## src/rtl/sensor_hub_sched.sv

```systemverilog
// sensor_hub_sched: round-robin scheduler sharing one anomaly detector among NCH sensor channels.
// Build option SCHED_PRIO0_EN: channel 0 pre-empts round-robin arbitration whenever it requests.
//
// state | meaning
// IDLE  | waiting for hub_enable and at least one channel request
// ISSUE | latched sample presented to the detector until det_ready
// WAIT  | waiting for the detector result, bounded by TIMEOUT cycles
// DONE  | result published on ai_signal/ai_chan, ai_valid high for one cycle
module sensor_hub_sched #(
    parameter int NCH     = 4,
    parameter int DW      = 8,
    parameter int TIMEOUT = 16
) (
    input  logic                   clk,
    input  logic                   reset_n,
    input  logic                   hub_enable,
    input  logic [NCH-1:0]         ch_req,
    input  logic [NCH*DW-1:0]      ch_data,
    output logic [NCH-1:0]         ch_gnt,
    output logic                   det_valid,
    input  logic                   det_ready,
    output logic [DW-1:0]          det_data,
    output logic [$clog2(NCH)-1:0] det_chan,
    input  logic                   det_res_valid,
    input  logic [1:0]             det_res,
    output logic [1:0]             ai_signal,
    output logic                   ai_valid,
    output logic [$clog2(NCH)-1:0] ai_chan,
    output logic                   busy
);
    localparam int CW = $clog2(NCH);
    localparam int TW = $clog2(TIMEOUT);
    localparam logic [1:0] RES_NODATA = 2'b10;

    typedef enum logic [1:0] {
        IDLE  = 2'd0,
        ISSUE = 2'd1,
        WAIT  = 2'd2,
        DONE  = 2'd3
    } state_t;

    state_t        state_q, state_d;
    logic [CW-1:0] chan_q, chan_d;
    logic [DW-1:0] data_q, data_d;
    logic [TW-1:0] timer_q, timer_d;
    logic [CW-1:0] last_grant_q, last_grant_d;
    logic [1:0]    ai_signal_q, ai_signal_d;
    logic [CW-1:0] ai_chan_q, ai_chan_d;

    logic          pick_found;
    logic [CW-1:0] pick_idx;
    logic [CW-1:0] cand;

    // Search starts just after the last granted channel; first hit wins.
    always_comb begin
        pick_found = 1'b0;
        pick_idx   = '0;
        cand       = '0;
        for (int k = 1; k <= NCH; k++) begin
            cand = CW'((int'(last_grant_q) + k) % NCH);
            if (!pick_found && ch_req[cand]) begin
                pick_found = 1'b1;
                pick_idx   = cand;
            end
        end
`ifdef SCHED_PRIO0_EN
        if (ch_req[0]) begin
            pick_found = 1'b1;
            pick_idx   = '0;
        end
`endif
    end

    always_comb begin
        state_d      = state_q;
        chan_d       = chan_q;
        data_d       = data_q;
        timer_d      = timer_q;
        last_grant_d = last_grant_q;
        ai_signal_d  = ai_signal_q;
        ai_chan_d    = ai_chan_q;
        ch_gnt       = '0;

        case (state_q)
            IDLE: begin
                if (hub_enable && pick_found) begin
                    chan_d  = pick_idx;
                    data_d  = ch_data[int'(pick_idx)*DW +: DW];
                    state_d = ISSUE;
                end
            end
            ISSUE: begin
                if (det_ready) begin
                    ch_gnt[chan_q] = 1'b1;
                    timer_d        = TW'(TIMEOUT - 1);
                    state_d        = WAIT;
                end
            end
            WAIT: begin
                // A result arriving on the terminal-count cycle still wins.
                if (det_res_valid) begin
                    ai_signal_d = (det_res == 2'b11) ? RES_NODATA : det_res;
                    ai_chan_d   = chan_q;
                    state_d     = DONE;
                end else if (timer_q == '0) begin
                    ai_signal_d = RES_NODATA;
                    ai_chan_d   = chan_q;
                    state_d     = DONE;
                end else begin
                    timer_d = timer_q - TW'(1);
                end
            end
            DONE: begin
`ifdef SCHED_PRIO0_EN
                if (chan_q != '0) begin
                    last_grant_d = chan_q;
                end
`else
                last_grant_d = chan_q;
`endif
                state_d = IDLE;
            end
            default: state_d = IDLE;
        endcase
    end

    always_ff @(posedge clk or negedge reset_n) begin
        if (!reset_n) begin
            state_q      <= IDLE;
            chan_q       <= '0;
            data_q       <= '0;
            timer_q      <= '0;
            last_grant_q <= CW'(NCH - 1);
            ai_signal_q  <= RES_NODATA;
            ai_chan_q    <= '0;
        end else begin
            state_q      <= state_d;
            chan_q       <= chan_d;
            data_q       <= data_d;
            timer_q      <= timer_d;
            last_grant_q <= last_grant_d;
            ai_signal_q  <= ai_signal_d;
            ai_chan_q    <= ai_chan_d;
        end
    end

    assign det_valid = (state_q == ISSUE);
    assign det_data  = data_q;
    assign det_chan  = chan_q;
    assign ai_signal = ai_signal_q;
    assign ai_valid  = (state_q == DONE);
    assign ai_chan   = ai_chan_q;
    assign busy      = (state_q != IDLE);

endmodule

```

## config.mk

```make
export PLATFORM = sky130hd
export DESIGN_NAME = sensor_hub_sched
export DESIGN_NICKNAME = d
export VERILOG_FILES = /design/src/rtl/sensor_hub_sched.sv
export SDC_FILE = /design/constraint.sdc
export NUM_CORES = 1
export LEC_CHECK = 0
export ABC_AREA = 1
export CORE_ASPECT_RATIO = 1.1
export CORE_MARGIN = 10
export CORE_UTILIZATION = 50
export CTS_CLUSTER_DIAMETER = 200
export CTS_CLUSTER_SIZE = 16
export DETAILED_ROUTE_END_ITERATION = 7
export DONT_BUFFER_PORTS = 1
export PLACE_DENSITY = 0.7
export SYNTH_ARGS = -nofsm -noshare
export SYNTH_HDL_FRONTEND = slang
export SYNTH_SLANG_ARGS = --single-unit
```

## constraint.sdc

```tcl
create_clock -name clk -period 3.6 [get_ports clk]
set_input_delay 0 -clock clk [delete_from_list [all_inputs] [get_ports clk]]
set_output_delay 0 -clock clk [all_outputs]
set_load 0.1 [all_outputs]
```

==> run summary, run 1 <==
outcome - complete, no violations
H-tree depth - 1
Global Route met3 Usage - 5.12%
vias in the first global route - 1582
FILL cells - 309
DRT Wirelength - 4590 um
maximum clock frequency - 304 MHz
layout cells sized above 1 - 14.6%
Via-to-Cell Ratio - 5.29
met2 GRT Util - 23.9%
R2R setup slack - 0.31 ns
FP Rows - 22
clock buffer depth - 2
die width - 75.7 um
Crit Path Class - reg2reg
IO Pins - 64
GRT Residual Overflow - 0
vias post-DR - 1671
final hold violations - 0
Synth Instances - 256
Yosys cell types - 30
DP Cell Count - 291
PortBufs - 0
Post-synth EDFFs - 0
chip height - 81.3 um
critical path, cell by cell - inv_4 -> nand2_2 -> nand2_1 -> nor2_2 -> nor2_1 -> nand3_2 -> nand3_2 -> nor2_2 -> o211ai_1 -> dlygate4sd3_1 -> nand3_1 -> dlygate4sd3_1
Util after Layout - 63.5%
CP peak stage delay - 0.66 ns
worst path bufs/invs - 3
Clock Skews - 0.00273 ns
synth warn - 0
CTS root buffer - clkbuf_4
CORE AREA - 3300 um2
CTS tree - built
top_reg_cell synth - dfrtp_1
Post-CTS Repair Setup Buffers - 0
ANT nets after route - 0
Req. time, crit path - 3.85 ns
Sink Count - 22
syn_nets - 305
register area - 554 um2
syn avg cell area - 6.67 um2
Hold WC Path Type - in2reg
Startpoint Class - flop
unrepaired setup endpoints after global routing - no
Worst setup EP type - flop
mapped cell area - 1710 um2
setup violators final - 0
Final Cycle Share - 91.3%
#FFs+latches synth - 22
CP top delay family - simple AND/OR/NAND/NOR gates
CP max FO - 14
initial cell density of the core - 51.7%
final non-filler cell total - 316
WL/cell - 14.5 um
Worst-Skew Late Latency - 0.31 ns
Post-route DRC - 0
Antenna diodes - 0
Rel. slew slack - 27.6%
Max Slew Vio Count - 0
met1 usage - 16.9%
Worst Path Arrival - 3.54 ns
final RePlAce weighted congestion - 0.860
First-pass DRT Iterations - 4
min Tclk post-route - 3.29 ns
Max Cap Viol - 0
post-synthesis sequential area ratio - 32.5%
Worst-path clk slew - 0.12 ns
ys async rst share - 100%
Least-Margin Pin Slew - 1.09 ns
drt first-iter violations - 110
Layout Area Growth over Synthesis - 22.9%
global-route wire length before repair - 7050 um
worst-path cell with the longest stage delay - dfstp_2
die area - 6150 um2
largest net degree at the start of global routing - 24
hpwl dp - 3510 um
initial antenna violation count - 0
total track usage - 14.5%
TritonCTS Buffers - 3
area of the multi-input gates - 947 um2
global route hottest layer - met2
Nets - 330
-- worst paths after layout --
path	startpoint	end	cells after the start
setup reg to reg	last_grant_q[0]$_DFFE_PN1P_	det_data[3]$_DFFE_PN0P_	12
min in group asynchronous	reset_n	timer_q[0]$_DFFE_PN0P_	1
setup / recovery	last_grant_q[0]$_DFFE_PN1P_	det_data[3]$_DFFE_PN0P_	12
hold / removal	ch_data[21]	det_data[5]$_DFFE_PN0P_	6
max in group asynchronous	reset_n	det_data[7]$_DFFE_PN0P_	1
hold reg to reg	timer_q[0]$_DFFE_PN0P_	timer_q[0]$_DFFE_PN0P_	1
-- tightest hold or removal path, cell delays in order --
cell and delay, ns:
inv_1 0.03, nand2_1 0.04, nand3_1 0.06, nand2_1 0.05, nand2_1 0.06, nand2_1 0.05
-- cells by family (layout without fill, tap and decap cells) --
| logic type | count (synthesis) | in the layout | share of synthesized area [%] |
|---|---|---|---|
| simple gates | 148 | 148 | 41.1 |
| flops | 22 | 22 | 32.5 |
| compound gates | 23 | 23 | 7.92 |
| buf+inv | 57 | 81 | 14.1 |
| fa+ha+maj | 6 | 6 | 4.40 |
-- cell usage in the layout (no fill, tap or decap), types with 6 or more instances in the layout --
cell	netlist	routed
nand3_1	21	21
nor2_1	10	9
dfrtp_1	19	19
nand2_1	78	78
nand4_1	11	11
dlygate4sd3_1	0	21
ha_1	6	6
o21ai_0	11	11
inv_1	46	46
nand2_2	8	8
-- per-stage QoR --
step | area (um2) | setup TNS, ns | hold WS [ns] | worst slack, ns
global route | 2100 | 0 | 0.0274 | 0.0345
detailed placement | 1840 | 0 | -0.295 | 1.26
finish | 2100 | 0 | 0.00977 | 0.313
floorplan | 1710 | -3.21 | -0.296 | -0.802
CTS | 2090 | 0 | 0.00276 | 0.261
global placement | 1840 | 0 | -0.295 | 1.33
-- cells in the mapped netlist, types with 2 or more instances --
cell type	count	area share, %
nand2_2	8	2.9
inv_1	46	10
buf_6	2	1.3
dfstp_2	3	4.6
buf_2	4	1.2
nor2_1	10	2.2
a21oi_1	4	1.2
nor2_2	3	1.1
inv_2	3	0.66
nor4_1	4	1.5
nand3_2	4	2.3
or2_1	3	1.1
o211ai_1	4	1.8
nor3_1	2	0.59
nand2_1	78	17
nand4_1	11	4.0
nand3_1	21	6.2
ha_1	6	4.4
o21ai_0	11	3.2
dfrtp_1	19	28
-- layout make-up --
class | count | share of cell area, %
clock buffers | 4 | 1.73
repair buffers | 27 | 15.5
inverters | 50 | 9.06
multi-input cells | 177 | 45.1
flip-flops and latches | 22 | 26.4
well taps | 36 | 2.15
-- flip-flops by register name, summed over array words and instances, names as in the netlist --
| register | flops |
|---|---|
| det_chan | 2 |
| last_grant_q | 2 |
| ai_chan | 2 |
| ai_signal | 2 |
| state_q | 2 |
| timer_q | 4 |
| det_data | 8 |
-- per-layer routing --
layer	vias up	part of all wire (%)
met2	52	51
li1	856	-
met5	-	0
met1	758	39
met3	5	9.0
met4	0	1.0
-- repair_timing --
item                       in CTS  in global routing
hold buffers                   21                  0
setup endpoints to repair       0                  2
resized for setup               0                  2
hold endpoints to repair       32                  0
Power of run 1 is not shown: default switching activity piles up to over one toggle a cycle in this logic, so the estimate is an artifact.
==> inputs of run 2 (changes only) <==
--- a/config.mk
+++ b/config.mk
@@ -5,7 +5,6 @@
 export SDC_FILE = /design/constraint.sdc
 export NUM_CORES = 1
 export LEC_CHECK = 0
-export ABC_AREA = 1
 export CORE_ASPECT_RATIO = 1.1
 export CORE_MARGIN = 10
 export CORE_UTILIZATION = 50
==> run 2 against run 1 <==
Synthesized area decreased by 14%. Critical path depth shrank 5. Register-to-register slack improved by 0.62 ns. Worst setup slack improved by 0.62 ns.
==> run summary, run 2 <==
die width - 71.6 um
#FFs+latches synth - 22
Max Slew Vio Count - 0
IO Pins - 64
CORE AREA - 2780 um2
Comb power frac - 41.8%
Worst-Skew Late Latency - 0.30 ns
WL/cell - 21.3 um
total power - 1.98 mW
Crit Path Class - reg2reg
setup violators final - 0
post-synthesis sequential area ratio - 37.8%
register area - 554 um2
setup TNS - 0 ns
top_reg_cell synth - dfrtp_1
final non-filler cell total - 210
GRT Residual Overflow - 0
Antenna diodes - 0
Layout Area Growth over Synthesis - 25.5%
DRT Wirelength - 4480 um
final hold violations - 0
switching part of the total power - 62.3%
Post-CTS Repair Setup Buffers - 0
hpwl dp - 3410 um
ANT nets after route - 0
initial cell density of the core - 52.8%
Least-Margin Pin Slew - 1.15 ns
Nets - 227
PortBufs - 0
placed inst area - 1580 um2
Worst Path Arrival - 2.86 ns
area share of the largest cell type after synthesis - 32.4%
Worst setup EP type - flop
vias post-DR - 1300
Startpoint Class - flop
Max Cap Viol - 0
Synth top cells by count - dfrtp_1, o21ai_0, nand2_1
Worst VDD drop - 0.683 mV
critical path, cell by cell - and2b_2 -> o21a_4 -> nor3_2 -> buf_4 -> mux2_4 -> dlygate4sd3_1 -> a211o_1
worst-path cell with the longest stage delay - dfstp_2
die area - 5500 um2
vias in the first global route - 1373
post-layout instance area - 1840 um2
Synth Instances - 147
synth warn - 0
max reg flops - 8
final RePlAce weighted congestion - 0.902
largest net degree at the start of global routing - 23
CP max FO - 10
Rel. slew slack - 23.6%
FP Rows - 20
Leak Pwr - 0.768 nW
Req. time, crit path - 3.79 ns
syn avg cell area - 9.98 um2
Sink Count - 22
FILL cells - 228
CTS tree - built
Worst-path clk slew - 0.12 ns
Clock Skews - 0.00941 ns
CTS root buffer - clkbuf_4
Flop pwr share - 51.5%
clock buffer depth - 2
ys async rst share - 100%
leading cell type in the layout, fill and taps excluded - dlygate4sd3_1
hold path depth - 3
Post-CTS Resized - 0
synth top area cells - dfrtp_1, dfstp_2, ha_1
First-pass DRT Iterations - 5
total track usage - 15.6%
cell taking the most area after synthesis - dfrtp_1
most frequent cells in the layout - dlygate4sd3_1, dfrtp_1, o21ai_0, nand2_1, a21oi_1
Hold WC Path Type - in2reg
maximum clock frequency - 374 MHz
mapped cell area - 1470 um2
unrepaired setup endpoints after global routing - no
chip height - 76.8 um
share of power burned in the clock network - 6.8%
pwr dens - 1080 nW/um2
Via-to-Cell Ratio - 6.19
syn_nets - 196
internal power - 748 uW
drt first-iter violations - 48
Util after Layout - 66.3%
Post-route DRC - 0
R2R depth - 7
H-tree depth - 1
global-route wire length before repair - 7150 um
Post-synth EDFFs - 0
initial antenna violation count - 0
sw power - 1.23 mW
TritonCTS Buffers - 3
Final Cycle Share - 74.2%
min Tclk post-route - 2.67 ns
area of the multi-input gates - 875 um2
Yosys cell types - 45
count leader, synth - dfrtp_1
outcome - complete, no violations
CP peak stage delay - 0.55 ns
layout cells sized above 1 - 23.2%
DP Cell Count - 184
-- run 2: critical path, delay by kind of cell (launching register included) --
kind / cells / cell delay (ns)
AO/OA/AOI/OAI: 2 / 0.54
buffers and inverters: 2 / 0.78
flip-flops: 1 / 0.55
multiplexers: 1 / 0.31
AND/OR/NAND/NOR: 2 / 0.39
-- run 2: layout make-up --
type,count,share of cell area (%)
inverter,7,1.43
sequential,22,30.1
clock buffer,4,1.97
multi-input combinational,115,47.5
timing repair buffer,29,16.7
tap,33,2.24
-- run 2: logic make-up (layout without fill, tap and decap cells) --
kind of cell    after synthesis  after routing  synth area share [%]
buf+inv                      10             40                  3.58
flops                        22             22                  37.8
mux                          12             12                  8.87
simple gates                 47             47                  19.4
compound gates               50             50                  25.3
fa+ha+maj                     6              6                  5.12
-- run 2: per-layer routing --
metal,share of wire (%),up-vias,global-route usage [%]
met5,0,-,0
met4,1.2,0,4.46
met3,6.1,6,4.38
met2,52,46,27.3
met1,40,627,17.6
li1,-,621,-
-- run 2: final timing paths --
check,start,to,slack [ns]
max in group asynchronous,reset_n,det_chan[1]$_DFFE_PN0P_,2.71
min reg2reg,state_q[1]$_DFFE_PN0P_,state_q[1]$_DFFE_PN0P_,0.58
max reg2reg,last_grant_q[0]$_DFFE_PN1P_,det_data[5]$_DFFE_PN0P_,0.93
min in group asynchronous,reset_n,timer_q[2]$_DFFE_PN0P_,0.29
min,ch_data[11],det_data[3]$_DFFE_PN0P_,0.02
max,last_grant_q[0]$_DFFE_PN1P_,det_data[5]$_DFFE_PN0P_,0.93
-- run 2: through the flow --
step / hold WS (ns) / worst slack, ns
6_report: 0.0150 / 0.929
5_1_grt: 0.0274 / 0.837
3_3_place_gp: -0.295 / 1.55
2_1_floorplan: -0.296 / 0.0553
3_5_place_dp: -0.295 / 1.51
4_1_cts: 0.00548 / 0.931
-- run 2: what timing repair did --
item,CTS,global route
hold buffers,22,0
hold endpoints to repair,33,0
setup endpoints to repair,0,0
-- run 2: power groups by stage --
stage / logic (mW) / registers, mW / clock network (mW)
after floorplan: 0.634 / 0.983 / 0
after global placement: 0.732 / 1.02 / 0
after detailed placement: 0.763 / 1.03 / 0
after CTS: 0.827 / 1.02 / 0.137
after global routing: 0.895 / 1.04 / 0.149
final: 0.828 / 1.02 / 0.134
No activity file was read; power rests on OpenSTA's default activity.
==> inputs of run 3 (changes only) <==
==> constraint.sdc (replaced) <==
create_clock -name clk -period 2.5 [get_ports clk]
set_input_delay 0 -clock clk [delete_from_list [all_inputs] [get_ports clk]]
set_output_delay 0 -clock clk [all_outputs]
set_load 0.1 [all_outputs]
==> run 3 against run 2 <==
Global-route usage increased by 0.95 points. Combinational power increased by 150%. Worst setup slack lost 0.84 ns. Sequential power decreased by 20%. Clock power grew 110%. Flip-flop and latch count unchanged. Worst hold slack gained 0.0082 ns. Via count is 6.8% higher.
==> run summary, run 3 (synthesis gave the netlist of run 2 again) <==
ANT nets after route - 0
R2R setup slack - 0.09 ns
Util after Layout - 72.5%
DRT Wirelength - 4640 um
Max Slew Vio Count - 0
Worst Path Arrival - 2.63 ns
Flop pwr share - 26.1%
outcome - complete, no violations
CP max FO - 8
DP Cell Count - 195
share of power burned in the clock network - 8.8%
Worst VDD drop - 0.957 mV
Clock Skews - 0.0204 ns
Setup WS post-layout - 0.0927 ns
maximum clock frequency - 415 MHz
CTS tree - built
Max Cap Viol - 0
Rel. slew slack - 32.7%
met2 wire len - 2500 um
Layout Area Growth over Synthesis - 37.4%
Final Cycle Share - 96.3%
Leak Pwr - 0.852 nW
Critical R2R Capture - det_data[5]$_DFFE_PN0P_
final hold violations - 0
FILL cells - 211
pwr dens - 1550 nW/um2
PortBufs - 0
FP Rows - 20
GRT Residual Overflow - 0
Worst-path clk slew - 0.14 ns
Sink Count - 22
die area - 5500 um2
initial cell density of the core - 52.8%
internal power - 1.29 mW
vias in the first global route - 1451
global-route wire length before repair - 7510 um
WL/cell - 20.6 um
setup violators final - 0
Crit Path Class - reg2reg
largest net degree at the start of global routing - 23
Comb power frac - 65.1%
Post-route DRC - 0
Metal-1 WL - 1730 um
total power - 3.13 mW
R2R depth - 6
final non-filler cell total - 225
IO Pins - 64
drt first-iter violations - 106
CTS root buffer - clkbuf_4
layout cells sized above 1 - 27.6%
Hold WC Path Type - in2reg
Hold Path Sink - det_chan[1]$_DFFE_PN0P_
hpwl dp - 3490 um
clock buffer depth - 2
Least-Margin Pin Slew - 1.01 ns
Nets - 242
hold_sp - hub_enable
vias post-DR - 1389
total track usage - 16.5%
chip height - 76.8 um
Antenna diodes - 0
min Tclk post-route - 2.41 ns
max reg flops - 8
First-pass DRT Iterations - 4
initial antenna violation count - 0
switching part of the total power - 58.9%
Hold WS - 0.0232 ns
Startpoint Class - flop
worst r2r src - last_grant_q[0]$_DFFE_PN1P_
Via-to-Cell Ratio - 6.17
TritonCTS Buffers - 3
Worst setup EP type - flop
hold path depth - 2
sw power - 1.84 mW
pre-CTS setup slack - 0.483 ns
leading cell type in the layout, fill and taps excluded - dlygate4sd3_1
Req. time, crit path - 2.72 ns
die width - 71.6 um
Worst-Skew Late Latency - 0.31 ns
unrepaired setup endpoints after global routing - no
CORE AREA - 2780 um2
H-tree depth - 1
Met3 Wirelength - 388 um
final RePlAce weighted congestion - 0.921
most frequent cells in the layout - dlygate4sd3_1, dfrtp_1, buf_4, o21ai_0, nand2_1
top layer in use - met4
[run 3: cell count changes in the layout (fill, tap and decap cells not counted), moves of 2 or more]
cell,change
buf_4,+9
buf_12,+4
dlygate4sd3_1,+3
nor3_2,-3
nor3_4,+3
clkbuf_16,-2
[run 3: worst max-delay path: stages, from the launching register on]
cell,delay [ns]
dfstp_2,0.55
and2b_2,0.23
o21a_4,0.23
nor3_4,0.16
mux2_4,0.31
dlygate4sd3_1,0.56
a211o_1,0.29
[run 3: power groups by stage]
stage / Sequential (mW) / Clock [mW] / Combinational, mW
after floorplan: 1.42 / 0 / 0.917
after global placement: 0.815 / 0 / 1.89
after detailed placement: 0.824 / 0 / 1.92
after CTS: 0.817 / 0.278 / 2.00
after global routing: 0.840 / 0.284 / 2.16
final: 0.816 / 0.275 / 2.04
[run 3: routing by layer]
metal,track usage (%),vias to the layer above
met2,30.7,48
met1,17.7,688
met4,2.33,0
met5,0,-
li1,-,651
met3,5.28,2
[run 3: cell type report]
cell class | count | area [um2] | share of cell area [%]
inverter | 7 | 26.3 | 1.30
multi-input combinational | 115 | 893 | 44.3
sequential | 22 | 554 | 27.5
timing repair buffer | 44 | 447 | 22.2
clock buffer | 3 | 22.5 | 1.12
tap | 33 | 41.3 | 2.05
clock inverter | 1 | 30.0 | 1.49
[run 3: metrics by stage]
stage	setup TNS [ns]	instance area, um2
after floorplan	-1.13	1480
after global placement	0	1690
after detailed placement	0	1690
after CTS	0	2000
after global routing	0	2010
final	0	2010
[run 3: what timing repair did]
item | 4_1_cts | 5_1_grt
hold endpoints to repair | 34 | 0
buffers inserted | 0 | 1
hold buffers | 25 | 0
resized for setup | 0 | 2
endpoints found under the setup margin | 0 | 6
[run 3: worst max path at each step]
stage	start	endpoint	slack, ns	cells past startpoint
CTS	last_grant_q[0]$_DFFE_PN1P_	det_data[5]$_DFFE_PN0P_	0.01	6
detailed placement	timer_q[0]$_DFFE_PN0P_	timer_q[2]$_DFFE_PN0P_	0.48	7
finish	last_grant_q[0]$_DFFE_PN1P_	det_data[5]$_DFFE_PN0P_	0.09	6
global placement	last_grant_q[0]$_DFFE_PN1P_	det_data[1]$_DFFE_PN0P_	0.55	6
global route	last_grant_q[0]$_DFFE_PN1P_	det_data[5]$_DFFE_PN0P_	0.02	6
floorplan	state_q[1]$_DFFE_PN0P_	ch_gnt[1]	-0.32	4
